<file path="src/rtl/sha256_block_ctrl.sv">
// sha256_block_ctrl: block handshake, schedule start strobe and per-round sequencing for SHA-256.
// Define SHA256_BLK_CTRL_KROM_EN to drive o_round_k from an internal K ROM; otherwise it is tied to 0.
module sha256_block_ctrl (
  input  logic         clk,
  input  logic         rst,
  input  logic         i_blk_valid,
  output logic         o_blk_ready,
  input  logic [511:0] i_blk,
  input  logic         i_blk_first,
  input  logic         i_abort,
  output logic         o_sched_enable,
  output logic [511:0] o_sched_block,
  output logic         o_round_valid,
  output logic [5:0]   o_round_idx,
  output logic [31:0]  o_round_k,
  output logic         o_first,
  output logic         o_accumulate,
  output logic         o_done,
  output logic         o_aborted,
  output logic         o_busy
);
  typedef enum logic [2:0] {IDLE, START, ROUNDS, FINAL, DRAIN} state_t;
  state_t       state_q, state_d;
  logic [5:0]   t_q, t_d;
  logic         ab_q, ab_d;
  logic         first_q, first_d;
  logic [511:0] blk_q, blk_d;
  always_comb begin
    state_d = IDLE;
    t_d     = '0;
    ab_d    = ab_q;
    first_d = first_q;
    blk_d   = blk_q;
    case (state_q)
      IDLE: begin
        state_d = i_blk_valid ? START : IDLE;
        blk_d   = i_blk_valid ? i_blk : blk_q;
        first_d = i_blk_valid ? i_blk_first : first_q;
        ab_d    = i_blk_valid ? 1'b0 : ab_q;
      end
      START: begin
        state_d = i_abort ? DRAIN : ROUNDS;
        ab_d    = i_abort;
      end
      ROUNDS: begin
        t_d     = t_q + 6'd1;
        state_d = (t_q == 6'd63) ? FINAL : (i_abort ? DRAIN : ROUNDS);
        ab_d    = ab_q | (i_abort && t_q != 6'd63);
      end
      // the terminal cycle is shared with normal blocks so both release ready at A+67
      DRAIN: begin
        t_d     = t_q + 6'd1;
        state_d = (t_q == 6'd63) ? FINAL : DRAIN;
      end
      FINAL:   state_d = IDLE;
      default: state_d = IDLE;
    endcase
  end
  always_ff @(posedge clk or negedge rst) begin
    if (!rst) begin
      state_q <= IDLE;
      t_q     <= '0;
      ab_q    <= 1'b0;
      first_q <= 1'b0;
      blk_q   <= '0;
    end else begin
      state_q <= state_d;
      t_q     <= t_d;
      ab_q    <= ab_d;
      first_q <= first_d;
      blk_q   <= blk_d;
    end
  end
  assign o_blk_ready    = state_q == IDLE;
  assign o_busy         = state_q != IDLE;
  assign o_sched_enable = state_q == START;
  assign o_round_valid  = state_q == ROUNDS;
  assign o_round_idx    = t_q;
  assign o_sched_block  = blk_q;
  assign o_first        = first_q;
  assign o_accumulate   = state_q == FINAL && !ab_q;
  assign o_done         = state_q == FINAL && !ab_q;
  assign o_aborted      = state_q == FINAL && ab_q;
`ifdef SHA256_BLK_CTRL_KROM_EN
  localparam logic [31:0] KROM [64] = '{
    32'h428a2f98, 32'h71374491, 32'hb5c0fbcf, 32'he9b5dba5, 32'h3956c25b, 32'h59f111f1, 32'h923f82a4, 32'hab1c5ed5,
    32'hd807aa98, 32'h12835b01, 32'h243185be, 32'h550c7dc3, 32'h72be5d74, 32'h80deb1fe, 32'h9bdc06a7, 32'hc19bf174,
    32'he49b69c1, 32'hefbe4786, 32'h0fc19dc6, 32'h240ca1cc, 32'h2de92c6f, 32'h4a7484aa, 32'h5cb0a9dc, 32'h76f988da,
    32'h983e5152, 32'ha831c66d, 32'hb00327c8, 32'hbf597fc7, 32'hc6e00bf3, 32'hd5a79147, 32'h06ca6351, 32'h14292967,
    32'h27b70a85, 32'h2e1b2138, 32'h4d2c6dfc, 32'h53380d13, 32'h650a7354, 32'h766a0abb, 32'h81c2c92e, 32'h92722c85,
    32'ha2bfe8a1, 32'ha81a664b, 32'hc24b8b70, 32'hc76c51a3, 32'hd192e819, 32'hd6990624, 32'hf40e3585, 32'h106aa070,
    32'h19a4c116, 32'h1e376c08, 32'h2748774c, 32'h34b0bcb5, 32'h391c0cb3, 32'h4ed8aa4a, 32'h5b9cca4f, 32'h682e6ff3,
    32'h748f82ee, 32'h78a5636f, 32'h84c87814, 32'h8cc70208, 32'h90befffa, 32'ha4506ceb, 32'hbef9a3f7, 32'hc67178f2
  };
  logic [31:0] k_q;
  // indexed by next t so K lands on the same edge as the index
  always_ff @(posedge clk or negedge rst) begin
    if (!rst) k_q <= '0;
    else      k_q <= KROM[t_d];
  end
  assign o_round_k = k_q;
`else
  assign o_round_k = '0;
`endif
endmodule

</file>
<file path="config.mk">
export PLATFORM = sky130hd
export DESIGN_NAME = sha256_block_ctrl
export DESIGN_NICKNAME = d
export VERILOG_FILES = /design/src/rtl/sha256_block_ctrl.sv
export SDC_FILE = /design/constraint.sdc
export NUM_CORES = 1
export LEC_CHECK = 0
export CAP_MARGIN = 10
export CORE_AREA = 10 10 406 408
export CTS_CLUSTER_SIZE = 14
export DETAILED_ROUTE_END_ITERATION = 8
export DIE_AREA = 0 0 416 418
export PLACE_DENSITY = 0.46
export SKIP_CTS_REPAIR_TIMING = 1
export SLEW_MARGIN = 20
export SYNTH_ARGS = -nofsm -noshare
export SYNTH_HDL_FRONTEND = slang
export SYNTH_SLANG_ARGS = --single-unit
</file>
<file path="constraint.sdc">
create_clock -name clk -period 1.7 [get_ports clk]
set_input_delay 0.17 -clock clk [delete_from_list [all_inputs] [get_ports clk]]
set_output_delay 0.17 -clock clk [all_outputs]
set_load 0.1 [all_outputs]
</file>
Word level (Yosys, flattened, before mapping) --
Cells that the tools add are included.
Storage, ports and cells: logic and storage cells 32, register bits after elaboration 523, output and inout port bits 558, input port bits 517
Cells by class: bitwise gates (word level) 1, equality and inequality tests 7, add/subtract/negate cells 1, reductions and logical operators 10, mux-type cells 8
Operators by type and width (count):
- one-hot mux 3 bit (4 select lines) | 1
- 2-to-1 mux 3 bit | 3
- adder 6 x 1 -> 6 bit (second input constant) | 1
- == test 3 x 2 -> 1 bit (second input constant) | 2
- == test 6 bit (second input constant) | 1
- 2-to-1 mux 6 bit | 1
- inequality test 6 bit (second input constant) | 1
- nonzero test 3 bit | 2
- AND reduction 2 bit | 2
- == test 3 x 1 -> 1 bit (second input constant) | 1
- == test 3 bit (second input constant) | 1
- logical AND 1 bit | 3
- zero test 3 bit | 1
- one-hot mux 1 bit (3 select lines) | 1
- 2-to-1 mux 1 bit | 2
- inequality test 2 bit (second input constant) | 1
- OR reduction 2 bit | 1
- zero test 1 bit | 1
- bitwise OR 1 bit | 1

Longest topological paths before layout --
word-level depth 4, gate-level depth with buffers 5, mapped depth without buffers 4

Worst setup path after synthesis --
No wires, ideal clock.
path kind register to output, from reg state_q[2], to out o_done, arrival 3.267 ns, cell stages (with the launch flop) 4, buffers on the path 1, path slack -1.737 ns, cell sequence dfrtp_1 -> nand2b_1 -> nor3_1 -> buf_4
On the way: longest elaborated chain between the ends 2
Ends and longest elaborated chain:
- start, declared | line 23 | state_t state_q, state_d;
- start signal, assigned | line 67 | state_q <= state_d;
- == test 3 x 2 -> 1 bit
- logical AND 1 bit
- end, declared | line 18 | output logic o_done,
No other way between the ends.

Worst setup path in the final report --
from reg state_q[2], to out o_done
On the way: longest elaborated chain between the ends 2
Ends and longest elaborated chain:
- == test 3 x 2 -> 1 bit | line 82 | assign o_done = state_q == FINAL && !ab_q;
- logical AND 1 bit | line 82
No other way between the ends.

==> flow_summary.json <==
{
  "clk_pin_slew_ns": 0.06,
  "syn_to_final_growth_pct": 91.1,
  "ctsLongestPathBuffers": 3,
  "crit_fanout": 5,
  "startpoint_type": "register",
  "yosysSeqAreaShare_pct": 65.7,
  "io_pins": 1075,
  "drv_cap": 0,
  "viasPerCell": 3.25,
  "fmax_mhz": 481,
  "synth_edf_count": 0,
  "ff2ff_setup_slack_ns": -0.30,
  "ys.flop_type": "dfrtp_1",
  "synth_top_area_share_pct": 65.7,
  "reg2reg_depth": 8,
  "grt_start_max_net_pins": 76,
  "start_util_pct": 12.7,
  "post-place-ws_ns": -0.167,
  "rows": 146,
  "grt_overflow": 0,
  "critPathCaptureType": "output port",
  "reg2reg_to": "o_sched_block[42]$_DFFE_PN0N_",
  "hold_violations": 0,
  "worst_slack_ns": -0.378,
  "antenna_left": 0,
  "cts_made_buffers": 67,
  "drive_gt1_share_pct": 53.5,
  "syn_inst": 1167,
  "synth_top_cells_by_count": "dfrtp_1, mux2_2, buf_6",
  "die_x_um": 416,
  "holdWs_ns": 0.0417,
  "finalInstanceArea_um2": 38100,
  "grt_util_all_layers_pct": 10.4,
  "timing.rr.start": "state_q[2]$_DFF_PN0_",
  "ys_async_sr_fraction_pct": 100,
  "syn_area_um2": 19900,
  "critPathKind": "reg -> out",
  "setup_viol": 520,
  "first_iter_violations": 528,
  "crit_family": "simple AND/OR/NAND/NOR gates",
  "dr.pass1.iters": 4,
  "wirelength_mm": 104,
  "cts_tree": "done",
  "synth_most_common_cell": "dfrtp_1",
  "num_vias": 14600,
  "period_needed_ns": 2.08,
  "drv_slew": 0,
  "skew_ns": 0.0323,
  "path_cells": "buf_4 > nand2b_4 > nor3_4 > buf_12",
  "cts.sinks": 523,
  "clock-root-buffer": "clkbuf_16",
  "grt_pass1_vias": 15600,
  "yosys.area.top_type": "dfrtp_1",
  "clk_latency_ns": 0.65,
  "design.die.area_um2": 174000,
  "placed_cell_area_um2": 34000,
  "yosys-top-cells-area": "dfrtp_1, mux2_2, buf_6, buf_4, buf_2",
  "rsz0062_at_grt": "true",
  "h-tree-depth": 3,
  "slowest_delay_ns": 0.37,
  "slowest_stage": "dfrtp_1",
  "ys_ff_latch": 523,
  "period_share_pct": 122,
  "status": "finished, violations left",
  "die_h_um": 418,
  "syn_area_per_cell_um2": 17.1,
  "grt_pass1_wl_mm": 129,
  "violations": "setup timing",
  "synth_cell_type_count": 27,
  "nNetsFinal": 2880,
  "crit_required_ns": 1.53,
  "cp.arrival_ns": 1.91,
  "hpwl_mm": 78.6,
  "place_congestion": 0.753,
  "drc": 0,
  "hold_class": "in -> async",
  "wire_per_inst_um": 23.0,
  "slew_headroom_pct": 43.1,
  "antenna_found_initial": 26,
  "core_um2": 157000,
  "port_buffers": 1042,
  "worstMarginPinSlew_ns": 0.851,
  "ys_warn_count": 0,
  "critPathBufInv": 2
}
[cell type report]
class | count | area, um2
multi-input combinational | 584 | 6230
clock inverter | 21 | 265
timing repair buffer | 1182 | 13900
antenna | 15 | 37.5
fill | 16500 | 119000
sequential | 523 | 13100
inverter | 4 | 18.8
tap | 2072 | 2590
clock buffer | 95 | 1900
[routing by layer]
layer | part of all wire (%) | track usage, %
met4 | 3.0 | 3.92
met5 | 0 | 0
met2 | 54 | 19.0
met1 | 36 | 11.0
met3 | 6.3 | 3.60
[flip-flops by register name (all words and copies together), names as in the netlist]
signal,flops
o_round_idx,6
o_first,1
state_q,3
o_sched_block,512
ab_q,1
[cells by family (layout without fill, tap and decap cells)]
logic type | after synthesis | in the layout | share of synthesized area [%]
AO/OA/AOI/OAI | 10 | 10 | 0.345
XOR/XNOR | 3 | 3 | 0.132
adder cells (fa/ha/maj) | 1 | 1 | 0.0628
buffers and inverters | 93 | 1302 | 4.14
flip-flops | 523 | 523 | 65.7
multiplexers | 513 | 513 | 29.0
other | 1 | 47 | 0.0188
AND/OR/NAND/NOR | 23 | 25 | 0.653
[cell usage in the layout (no fill, tap or decap), drive strengths merged, types with 6 or more instances in the layout]
master	instances
conb	32
mux2	513
nand2	6
inv	10
clkbuf	136
clkdlybuf4s50	515
buf	624
nor2	7
clkinv	11
dfrtp	523
diode	15
[worst max-delay path by stage]
stage / start / end / slack [ns] / cells past startpoint
6_report: state_q[2]$_DFF_PN0_ / o_done / -0.38 / 4
5_1_grt: state_q[0]$_DFF_PN0_ / o_done / -0.47 / 4
4_1_cts: state_q[2]$_DFF_PN0_ / o_accumulate / -0.58 / 4
3_5_place_dp: i_blk_valid / o_sched_block[266]$_DFFE_PN0N_ / -0.17 / 5
3_3_place_gp: i_blk_valid / o_sched_block[302]$_DFFE_PN0N_ / -0.15 / 5
2_1_floorplan: state_q[2]$_DFF_PN0_ / state_q[2]$_DFF_PN0_ / -0.56 / 3
[stage by stage]
step	cells	utilization [%]	setup TNS, ns
global route	4493	24.2	-156.27
finish	4496	24.2	-117.48
floorplan	1198	-	-283.70
CTS	4411	23.0	-7.50
detailed placement	4295	21.7	-53.14
global placement	4295	21.7	-50.15
Power is not shown: default switching activity piles up to over one toggle a cycle in this logic, so the estimate is an artifact.
